$ cat src/rtl/pipeline_pkg.sv
// Shared definitions for the five-stage ARM-subset pipeline.
//   INSTR_W / ADDR_W : instruction and address widths
//   NOP_INSTR        : word written into a flushed pipeline slot
//   PC_STEP          : sequential PC increment
//   slot_state_t     : occupancy state of a pipeline register slot
//   if_id_t          : IF/ID register contents, also consumed by decode
package pipeline_pkg;

   localparam int unsigned INSTR_W = 32;
   localparam int unsigned ADDR_W  = 32;

   localparam logic [INSTR_W-1:0] NOP_INSTR = '0;
   localparam logic [ADDR_W-1:0]  PC_STEP   = 32'd4;

   typedef enum logic {
      SLOT_EMPTY = 1'b0,
      SLOT_FULL  = 1'b1
   } slot_state_t;

   typedef struct packed {
      logic [ADDR_W-1:0]  pc;
      logic [INSTR_W-1:0] instruction;
      logic               valid;
   } if_id_t;

endpackage

$ cat src/rtl/fetch_stage_if_id_reg.sv
// IF/ID pipeline register with flush / hold / load controls.
//   clk, rst  : clock, asynchronous active-high reset
//   flush     : clear the slot to an empty NOP (highest priority)
//   load      : capture d (ignored while flush is high)
//   d         : incoming pc/instruction (d.valid is ignored; occupancy is
//               tracked by the slot state machine)
//   q         : registered slot contents
// Neither flush nor load means hold.
module if_id_reg
   import pipeline_pkg::*;
(
   input  logic   clk,
   input  logic   rst,
   input  logic   flush,
   input  logic   load,
   input  if_id_t d,
   output if_id_t q
);

   slot_state_t        state_q, state_d;
   logic [ADDR_W-1:0]  pc_q, pc_d;
   logic [INSTR_W-1:0] instr_q, instr_d;

   always_ff @(posedge clk or posedge rst) begin
      if (rst) begin
         state_q <= SLOT_EMPTY;
         pc_q    <= '0;
         instr_q <= NOP_INSTR;
      end else begin
         state_q <= state_d;
         pc_q    <= pc_d;
         instr_q <= instr_d;
      end
   end

   always_comb begin
      state_d = state_q;
      pc_d    = pc_q;
      instr_d = instr_q;
      if (flush) begin
         state_d = SLOT_EMPTY;
         pc_d    = '0;
         instr_d = NOP_INSTR;
      end else if (load) begin
         state_d = SLOT_FULL;
         pc_d    = d.pc;
         instr_d = d.instruction;
      end
   end

   always_comb begin
      q.pc          = pc_q;
      q.instruction = instr_q;
      q.valid       = (state_q == SLOT_FULL);
   end

endmodule

$ cat src/rtl/fetch_stage.sv
// Instruction-fetch stage: PC register, next-PC mux, IF/ID register and a
// saturating count of instructions accepted into IF/ID.
//   PC_RESET          : PC value after reset
//   CNT_W             : fetch counter width
//   clk, rst          : clock, asynchronous active-high reset
//   freeze            : hazard stall, holds PC and IF/ID
//   branch_taken      : EXE taken-branch pulse, redirects PC and flushes IF/ID
//   branch_addr       : branch target (low two bits ignored)
//   instruction_in    : combinational instruction-memory word at pc_out
//   pc_out            : current PC
//   if_id_pc          : PC+4 of the latched instruction
//   if_id_instruction : latched instruction
//   if_id_valid       : IF/ID holds a real instruction
//   fetch_count       : instructions accepted since reset, saturating
module fetch_stage
   import pipeline_pkg::*;
#(
   parameter logic [31:0] PC_RESET = 32'h0,
   parameter int unsigned CNT_W    = 16
) (
   input  logic             clk,
   input  logic             rst,
   input  logic             freeze,
   input  logic             branch_taken,
   input  logic [31:0]      branch_addr,
   input  logic [31:0]      instruction_in,
   output logic [31:0]      pc_out,
   output logic [31:0]      if_id_pc,
   output logic [31:0]      if_id_instruction,
   output logic             if_id_valid,
   output logic [CNT_W-1:0] fetch_count
);

   logic [ADDR_W-1:0] pc_q, pc_d;
   logic [ADDR_W-1:0] pc_plus4;
   logic [CNT_W-1:0]  cnt_q, cnt_d;
   logic              load;
   if_id_t            slot_d, slot_q;

   assign pc_plus4 = pc_q + PC_STEP;
   // A branch overrides freeze, so a load only happens when neither is set.
   assign load     = !branch_taken && !freeze;

   always_comb begin
      pc_d = pc_q;
      if (branch_taken) begin
         pc_d = branch_addr & ~ADDR_W'(3);
      end else if (!freeze) begin
         pc_d = pc_plus4;
      end
   end

   always_comb begin
      cnt_d = cnt_q;
      if (load && (cnt_q != '1)) begin
         cnt_d = cnt_q + CNT_W'(1);
      end
   end

   always_ff @(posedge clk or posedge rst) begin
      if (rst) begin
         pc_q  <= PC_RESET;
         cnt_q <= '0;
      end else begin
         pc_q  <= pc_d;
         cnt_q <= cnt_d;
      end
   end

   always_comb begin
      slot_d.pc          = pc_plus4;
      slot_d.instruction = instruction_in;
      slot_d.valid       = 1'b1;
   end

   if_id_reg u_if_id (
      .clk   (clk),
      .rst   (rst),
      .flush (branch_taken),
      .load  (load),
      .d     (slot_d),
      .q     (slot_q)
   );

   assign pc_out            = pc_q;
   assign if_id_pc          = slot_q.pc;
   assign if_id_instruction = slot_q.instruction;
   assign if_id_valid       = slot_q.valid;
   assign fetch_count       = cnt_q;

endmodule

$ cat config.mk
export PLATFORM = sky130hd
export DESIGN_NAME = fetch_stage
export DESIGN_NICKNAME = d
export VERILOG_FILES = /design/src/rtl/pipeline_pkg.sv /design/src/rtl/fetch_stage_if_id_reg.sv /design/src/rtl/fetch_stage.sv
export SDC_FILE = /design/constraint.sdc
export NUM_CORES = 1
export LEC_CHECK = 0
export BUFFER_PORTS_ARGS = -buffer_cell sky130_fd_sc_hd__buf_2
export CORE_ASPECT_RATIO = 1.5
export CORE_UTILIZATION = 50
export CTS_CLUSTER_SIZE = 10
export DETAILED_ROUTE_END_ITERATION = 8
export PLACE_DENSITY = 0.78
export SLEW_MARGIN = 20
export SYNTH_ARGS = -nofsm -noshare
export SYNTH_HDL_FRONTEND = slang
export SYNTH_SLANG_ARGS = --single-unit
$ cat constraint.sdc
create_clock -name clk -period 8.46 [get_ports clk]
set_input_delay 0.423 -clock clk [delete_from_list [all_inputs] [get_ports clk]]
set_output_delay 0.423 -clock clk [all_outputs]
set_load 0.05 [all_outputs]
# After elaboration in Yosys (flattened, before gate mapping)
# Cells that the tools add are included.
[totals]
regBits = 113
latchBits = 0
mem_bits_rw = 0
mem_bits_ro = 0
out_inout_bits = 113
n_memories = 0
[op_classes]
n_addsub = 2
multipliers = 0
n_div = 0
order_cmp = 0
eq_ne = 2
shifts = 0
n_mux = 8
bitwise_logic = 0
n_reduce_logical = 5
[ops]
columns = ["cell", "n"]
rows = [
  ["two-way mux 32 bit", 6],
  ["adder 32 x 3 -> 32 bit (second input constant)", 1],
  ["adder 16 x 1 -> 16 bit (second input constant)", 1],
  ["!= test 16 bit (second input constant)", 1],
  ["logical AND 1 bit", 2],
  ["logical NOT 1 bit", 2],
  ["two-way mux 1 bit", 2],
  ["!= test 2 x 1 -> 1 bit (second input constant)", 1],
  ["nonzero test 2 bit", 1],
]

# Depth between registers and ports, before layout
# Gate-level depths: netlist of run 1.
[depth]
word_depth = 4
ltp_mapped = 7
depth_no_buf = 5

# Hierarchy
# Synthesis of run 1 repeated with hierarchy kept, for this count alone.
[hier_totals]
hier_cells = 584
hier_area_um2 = 5806.8
[modules_own_cells]
columns = ["module", "instances", "cells_each", "area_per_inst_um2"]
rows = [
  ["fetch_stage", 1, 373, 3159.3],
  ["if_id_reg", 1, 211, 2647.5],
]

# Worst setup path after synthesis of run 1
# No wires, ideal clock.
[synth_path]
path_type = "reg-to-reg"
from = "register pc_q[2] (netlist: pc_out[2])"
to = "register u_if_id.pc_q[26]"
setup_ns = 0.099
arrival_ns = 2.635
required_time_ns = 8.361
path_slack_ns = 5.726
stages_incl_launch_ff = 7
path_buffers = 1
period_less_slack_ns = 2.734
cell_sequence = "dfrtp_1 ha_1 nand4_4 or4_1 buf_2 or4_1 a311oi_1"
[synth_between]
elab_chain_len = 3
[synth_lines]
columns = ["element", "line", "text"]
rows = [
  ["start: declaration", "fetch_stage.sv:34", "logic [ADDR_W-1:0] pc_q, pc_d;"],
  ["start signal: assignment", "fetch_stage.sv:65", "pc_q <= pc_d;"],
  ["adder 32 x 3 -> 32 bit", "fetch_stage.sv:40", "assign pc_plus4 = pc_q + PC_STEP;"],
  ["two-way mux 32 bit", "fetch_stage_if_id_reg.sv:44", "end else if (load) begin"],
  ["two-way mux 32 bit", "fetch_stage_if_id_reg.sv:40", "if (flush) begin"],
  ["end signal: assignment", "fetch_stage_if_id_reg.sv:31", "pc_q <= pc_d;"],
  ["end: declaration", "fetch_stage_if_id_reg.sv:21", "logic [ADDR_W-1:0] pc_q, pc_d;"],
]
# No other way between the ends. The select of a mux whose other input is x is not followed.
# A chain may end at the register's enable or synchronous reset.

# Final worst setup path of run 1
[layout_path]
from = "register pc_q[2] (netlist: pc_out[2])"
to = "register u_if_id.pc_q[28]"
# The elaborated chain is that of the path after synthesis.

==> results.py, run 1 <==
metrics = {
    "final_layout": {
        "drive_gt1_share_pct": 27.2,
        "final_area_sq_um": 6880,
        "synthToLayoutAreaGrowth_pct": 20.8,
        "diodes": 0,
        "fillerInstances": 966,
        "nNetsFinal": 805,
        "layout.cells.non_filler": 886,
    },
    "job": {
        "cap_violations": 0,
    },
    "floorplanning": {
        "io_pins": 181,
        "initial_core_util_pct": 51.5,
        "die_area_sq_um": 11800,
        "core_sq_um": 11100,
        "die_w_um": 89.1,
        "die_y_um": 133,
        "row_count": 47,
    },
    "placed_design": {
        "gp_congestion": 0.865,
        "numPortBuffers": 176,
        "hpwl_mm": 10.9,
        "post-place-ws_ns": 5.59,
        "dp.cells": 871,
        "dpl_cell_area_sq_um": 6600,
    },
    "timing": {
        "finalCritPeriodShare_pct": 33.9,
        "fin_ws_ns": 5.59,
        "hold_violations": 0,
        "worst_slew_pin_slew_ns": 1.05,
        "fmax_mhz": 348,
        "slew_violations": 0,
        "fin_tns_setup_ns": 0,
        "min_period_ns": 2.87,
        "worst_slew_margin_rel_pct": 30.2,
        "fin_skew_ns": 0.00907,
        "finalSetupViolCount": 0,
        "rsz0062_at_grt": "false",
        "hold-worst-slack_ns": 0.144,
    },
    "worst_setup_path": {
        "critical_path_class": "reg -> reg",
        "required_ns": 8.71,
        "worstPathArrival_ns": 3.12,
        "crit_fanout": 16,
        "start_kind": "register",
        "critPathCaptureType": "register",
    },
    "clocking": {
        "cts_tree": "built",
        "numCtsBuffers": 9,
        "clock_tree.buffer_depth": 2,
        "post_cts_resized": 0,
        "cts_max_level": 3,
        "holdBufCountCts": 0,
        "post_cts_buffers": 0,
        "clk_latency_ns": 0.35,
        "cts_root_buf": "clkbuf_16",
        "clkSinkCount": 110,
        "cts.clk_slew.worst_paths_ns": 0.07,
    },
    "worst_hold_path": {
        "hold_class": "in -> async",
    },
    "synth": {
        "synth_cell_types": 57,
        "synth_compound_area_share_pct": 13.5,
        "synth_largest_type_area_fraction_pct": 48.3,
        "yosysSeqAreaShare_pct": 48.3,
        "synth_top_cell_by_area": "dfrtp_1",
        "yosys.area_share.simple_pct": 22.8,
        "synth.most_common_cell": "dfrtp_1",
        "syn-instance-count": 591,
        "synth_top_family_by_area": "simple AND/OR/NAND/NOR gates",
        "syn_area_sq_um": 5700,
        "synthTopCellsByCount": "dfrtp_1, nor2_1, nand2_1",
        "synth.avg_cell_area_sq_um": 9.64,
        "ys.flop_type": "dfrtp_1",
        "synth-xor-area-share_pct": 5.07,
        "synth_fa_ha_area_share_pct": 0.439,
        "muxShareOfSynthArea_pct": 5.82,
        "synth_seq_cells": 110,
        "synth_warnings": 0,
        "synth_area_leaders": "dfrtp_1, mux2i_1, nor2_1",
        "async_flop_share_pct": 100,
        "synth_edf_count": 0,
    },
    "grt": {
        "grt_usage_pct": 26.9,
        "grt_pass1_vias": 5011,
        "grt_max_degree": 109,
        "antenna_found_initial": 0,
        "grt-ovfl-total": 0,
        "grt_pass1_wl_mm": 24.6,
    },
    "route": {
        "wirelength_mm": 15.4,
        "final_antenna_net_count": 0,
        "first_iter_violations": 342,
        "drt-vias-per-instance": 5.85,
        "vias": 5186,
        "drc": 0,
        "drtPass1Iterations": 5,
        "routedWlPerCell_um": 17.4,
    },
    "status": {
        "status": "finished clean",
    },
    "power_and_ir_drop": {
        "power_density_nw_per_um2": 211,
        "ir_worst_vdd_uv": 118,
        "leakagePower_uw": 0.00322,
    },
}
## routing by layer
metal,vias to the layer above,track usage (%),wire length [um]
li1,2462,-,-
met4,0,8.73,287
met1,2495,31.7,6010
met5,-,0,0
met3,23,7.74,1010
met2,206,46.2,8130
## through the flow
stage                     util, %  total power [uW]
after CTS                    62.2              1460
final                        62.2              1450
after detailed placement     59.7              1040
after global routing         62.2              1510
after floorplan                 -               933
after global placement       59.7              1030
## kinds of logic after synthesis
family | after synthesis
buffers and inverters | 55
adders and majority gates | 2
xor gates and xnor gates | 33
AOI/OAI and AO/OA | 109
muxes | 33
DFF | 110
other | 1
and+or+nand+nor | 248
## final timing paths
check	slack, ns	endpoint	cells past startpoint	from
min in group clk	0.28	pc_out[5]$_DFFE_PP0N_	3	branch_addr[5]
max reg2reg	5.59	u_if_id.pc_q[28]$_DFFE_PP0P_	5	pc_out[2]$_DFFE_PP0N_
max	5.59	u_if_id.pc_q[28]$_DFFE_PP0P_	5	pc_out[2]$_DFFE_PP0N_
max in group asynchronous	7.08	u_if_id.pc_q[1]$_DFFE_PP0P_	3	rst
min	0.14	u_if_id.instr_q[25]$_DFFE_PP0P_	2	rst
min reg2reg	0.48	u_if_id.state_q$_DFFE_PP0P_	1	u_if_id.state_q$_DFFE_PP0P_
## final cells by class
type / instances / area [sq um] / area share [%]
inverters: 7 / 28.8 / 0.418
well taps: 147 / 184 / 2.67
multi-input cells: 427 / 2720 / 39.5
flip-flops and latches: 110 / 2750 / 40.0
clock inverters: 4 / 48.8 / 0.709
repair buffers: 180 / 913 / 13.3
clock buffers: 11 / 233 / 3.38
## cells in the final DEF, fill, tap and decap left out, types with 3 or more instances in the layout
cell and n:
buf_2 175, dfrtp_1 110, nor2_1 74, nand2_1 42, mux2i_1 32, nand3_1 29, xnor2_1 23, o21ai_0 21
nand4_1 21, o31ai_1 20, or4_1 18, a21oi_1 14, a311oi_1 13, nor3_1 11, xor2_1 10, and4_1 10
a31oi_1 9, clkbuf_16 9, a211oi_1 8, nor4_1 8, and3_1 6, nor2b_1 6, buf_4 5, and2_1 4
inv_1 4, o311ai_0 4, nor4b_1 4, or3_1 3, a22oi_1 3
## worst max-delay path, cell delays in order (launching register included)
cell and delay [ns]:
dfrtp_1 0.51, ha_1 0.38, nand4_4 0.20, or4_1 0.82
or4_1 0.59, a311oi_1 0.27
## flip-flops by register name, summed over array words and instances, names as in the netlist
name and flops:
fetch_count 16, pc_out 30, u_if_id.instr_q 32, u_if_id.pc_q 31, u_if_id.state_q 1
## power by group
group          switching, uW  internal [uW]  total, uW
sequential              65.9            574        640
clock                    187            228        415
combinational            291            103        394
(Power assumes the default switching activity.)
==> inputs of run 2 (changes only) <==
--- a/config.mk
+++ b/config.mk
@@ -7,10 +7,10 @@
 export LEC_CHECK = 0
 export BUFFER_PORTS_ARGS = -buffer_cell sky130_fd_sc_hd__buf_2
 export CORE_ASPECT_RATIO = 1.5
-export CORE_UTILIZATION = 50
+export CORE_UTILIZATION = 46
 export CTS_CLUSTER_SIZE = 10
 export DETAILED_ROUTE_END_ITERATION = 8
-export PLACE_DENSITY = 0.78
+export PLACE_DENSITY = 0.75
 export SLEW_MARGIN = 20
 export SYNTH_ARGS = -nofsm -noshare
 export SYNTH_HDL_FRONTEND = slang
==> constraint.sdc (replaced) <==
create_clock -name clk -period 2.41 [get_ports clk]
set_input_delay 0.1205 -clock clk [delete_from_list [all_inputs] [get_ports clk]]
set_output_delay 0.1205 -clock clk [all_outputs]
set_load 0.05 [all_outputs]
==> results.py, run 2 (same netlist as run 1, synthesis figures left out) <==
metrics = {
    "placed_design": {
        "numPortBuffers": 176,
        "dpl_cell_area_sq_um": 6810,
        "hpwl_mm": 11.9,
        "gp_congestion": 0.897,
    },
    "floorplanning": {
        "die_area_sq_um": 12800,
        "row_count": 49,
        "io_pins": 181,
        "die_w_um": 92.9,
        "die_y_um": 138,
        "core_sq_um": 12000,
        "initial_core_util_pct": 47.4,
    },
    "worst_hold_path": {
        "hold_class": "in -> reg",
        "worstHoldPathCells": 3,
    },
    "timing": {
        "hold-worst-slack_ns": 0.0000267,
        "worst_slew_pin_slew_ns": 0.639,
        "hold_violations": 0,
        "slew_violations": 0,
        "finalCritPeriodShare_pct": 92.6,
        "min_period_ns": 2.23,
        "fin_skew_ns": 0.00932,
        "fmax_mhz": 448,
        "rsz0062_at_grt": "false",
        "worst_slew_margin_rel_pct": 57.4,
        "finalSetupViolCount": 0,
    },
    "route": {
        "vias": 5416,
        "drc": 0,
        "wirelength_mm": 16.2,
        "routedWlPerCell_um": 17.4,
        "final_antenna_net_count": 0,
        "drtPass1Iterations": 5,
        "drt-vias-per-instance": 5.81,
        "first_iter_violations": 415,
    },
    "clocking": {
        "cts_max_level": 3,
        "clkSinkCount": 110,
        "cts_tree": "built",
        "cts.clk_slew.worst_paths_ns": 0.08,
        "clock_tree.buffer_depth": 2,
        "numCtsBuffers": 9,
        "cts_root_buf": "clkbuf_16",
        "clk_latency_ns": 0.35,
    },
    "worst_setup_path": {
        "required_ns": 2.64,
        "rrSetupSlack_ns": 0.18,
        "crit_fanout": 13,
        "startpoint": "pc_out[6]$_DFFE_PP0N_",
        "cp_cell_sequence": "and3_1 -> buf_4 -> nand3_1 -> o41a_1 -> a221o_1",
        "start_kind": "register",
        "crit_path_end": "pc_out[27]$_DFFE_PP0N_",
        "critPathCaptureType": "register",
        "r2r-start": "pc_out[6]$_DFFE_PP0N_",
        "worstPathArrival_ns": 2.46,
        "regToRegEndpoint": "pc_out[27]$_DFFE_PP0N_",
        "cpMaxStageDelayCell": "dfrtp_1",
        "critical_path_class": "reg -> reg",
        "r2r_cells": 5,
        "max_stage_delay_ns": 0.50,
    },
    "final_layout": {
        "nNetsFinal": 844,
        "final_common_cell": "buf_2",
        "largest-register": "u_if_id.instr_q",
        "final_area_sq_um": 7280,
        "layout_common_cells": "buf_2, dfrtp_1, nor2_1, nand2_1, mux2i_1",
        "diodes": 0,
        "drive_gt1_share_pct": 30.7,
        "synthToLayoutAreaGrowth_pct": 27.7,
        "largest_register_ffs": 32,
    },
    "grt": {
        "grt-ovfl-total": 0,
        "antenna_found_initial": 0,
        "grt_pass1_vias": 5403,
        "grt_max_degree": 68,
        "grt_pass1_wl_mm": 26.8,
        "grt_usage_pct": 26.1,
    },
    "status": {
        "status": "finished clean",
    },
    "power_and_ir_drop": {
        "power.total_uw": 5230,
        "p_comb_share_pct": 27.8,
        "power_density_nw_per_um2": 719,
        "p_sw_uw": 1960,
        "pwr-share-seq_pct": 42.7,
        "p_int_uw": 3270,
        "leakagePower_uw": 0.00339,
        "switching_share_pct": 37.5,
        "ir_worst_vdd_uv": 338,
        "clkPwrFrac_pct": 29.5,
    },
    "job": {
        "cap_violations": 0,
    },
}
[run 2: cell count changes in the layout (fill, tap and decap cells not counted), moves of 2 or more]
cell           before  now
dfrtp_1           110  101
dfrtp_2             0    9
buf_4               5   29
clkbuf_1            2    0
dlygate4sd3_1       0   15
clkinvlp_4          0    3
[run 2: repair_timing]
| item | in CTS | in global routing |
|---|---|---|
| endpoints found under the hold margin | 23 | 0 |
| resized for setup | 0 | 1 |
| hold buffers | 15 | 0 |
| buffers inserted | 0 | 0 |
| endpoints found under the setup margin | 0 | 1 |
[run 2: cell type report]
type | count | area (sq um)
clock buffers | 10 | 239
clock inverters | 6 | 70.1
fillers | 1050 | 4740
inverters | 7 | 30.0
multi-input cells | 427 | 2740
flip-flops and latches | 110 | 2760
well taps | 153 | 191
repair buffers | 219 | 1240
[run 2: worst min path at each step]
stage                                            endpoint                from  slack [ns]
after global placement              pc_out[6]$_DFFE_PP0N_                 rst        0.07
after floorplan                    pc_out[16]$_DFFE_PP0N_     branch_addr[16]        0.24
after CTS                 u_if_id.instr_q[15]$_DFFE_PP0P_  instruction_in[15]       0.001
after detailed placement      u_if_id.pc_q[6]$_DFFE_PP0P_                 rst        0.08
final                              pc_out[12]$_DFFE_PP0N_     branch_addr[12]     0.00003
after global routing                pc_out[3]$_DFFE_PP0N_      branch_addr[3]       0.009
[run 2: per-stage QoR]
step           worst slack (ns)  instances  utilization [%]   TNS, ns
2_1_floorplan          -0.00786        592                -  -0.00786
3_3_place_gp              0.154        901             56.7         0
3_5_place_dp              0.133        901             56.7         0
4_1_cts                   0.103        932             60.5         0
5_1_grt                  0.0367        932             60.5         0
6_report                  0.178        932             60.5         0
[run 2: worst max-delay path, delay by kind of cell, from the launching register on]
kind	cells	cell delay (ns)
AO/OA/AOI/OAI	2	0.77
AND/OR/NAND/NOR	2	0.67
flip-flops	1	0.50
buffers and inverters	1	0.16
[run 2: power by group through the flow]
stage,registers [uW],clock network [uW],logic [uW]
global route,2260,1620,1550
finish,2230,1540,1450
global placement,2250,0,1420
floorplan,2810,0,471
CTS,2230,1570,1460
detailed placement,2260,0,1440
[run 2: layer usage]
layer  up-vias  GRT usage [%]  wire length [um]
met5         -              0                 0
met4         0           13.4               742
met3        55           6.49              1010
met2       227           44.1              8080
met1      2598           30.1              6370
li1       2536              -                 -
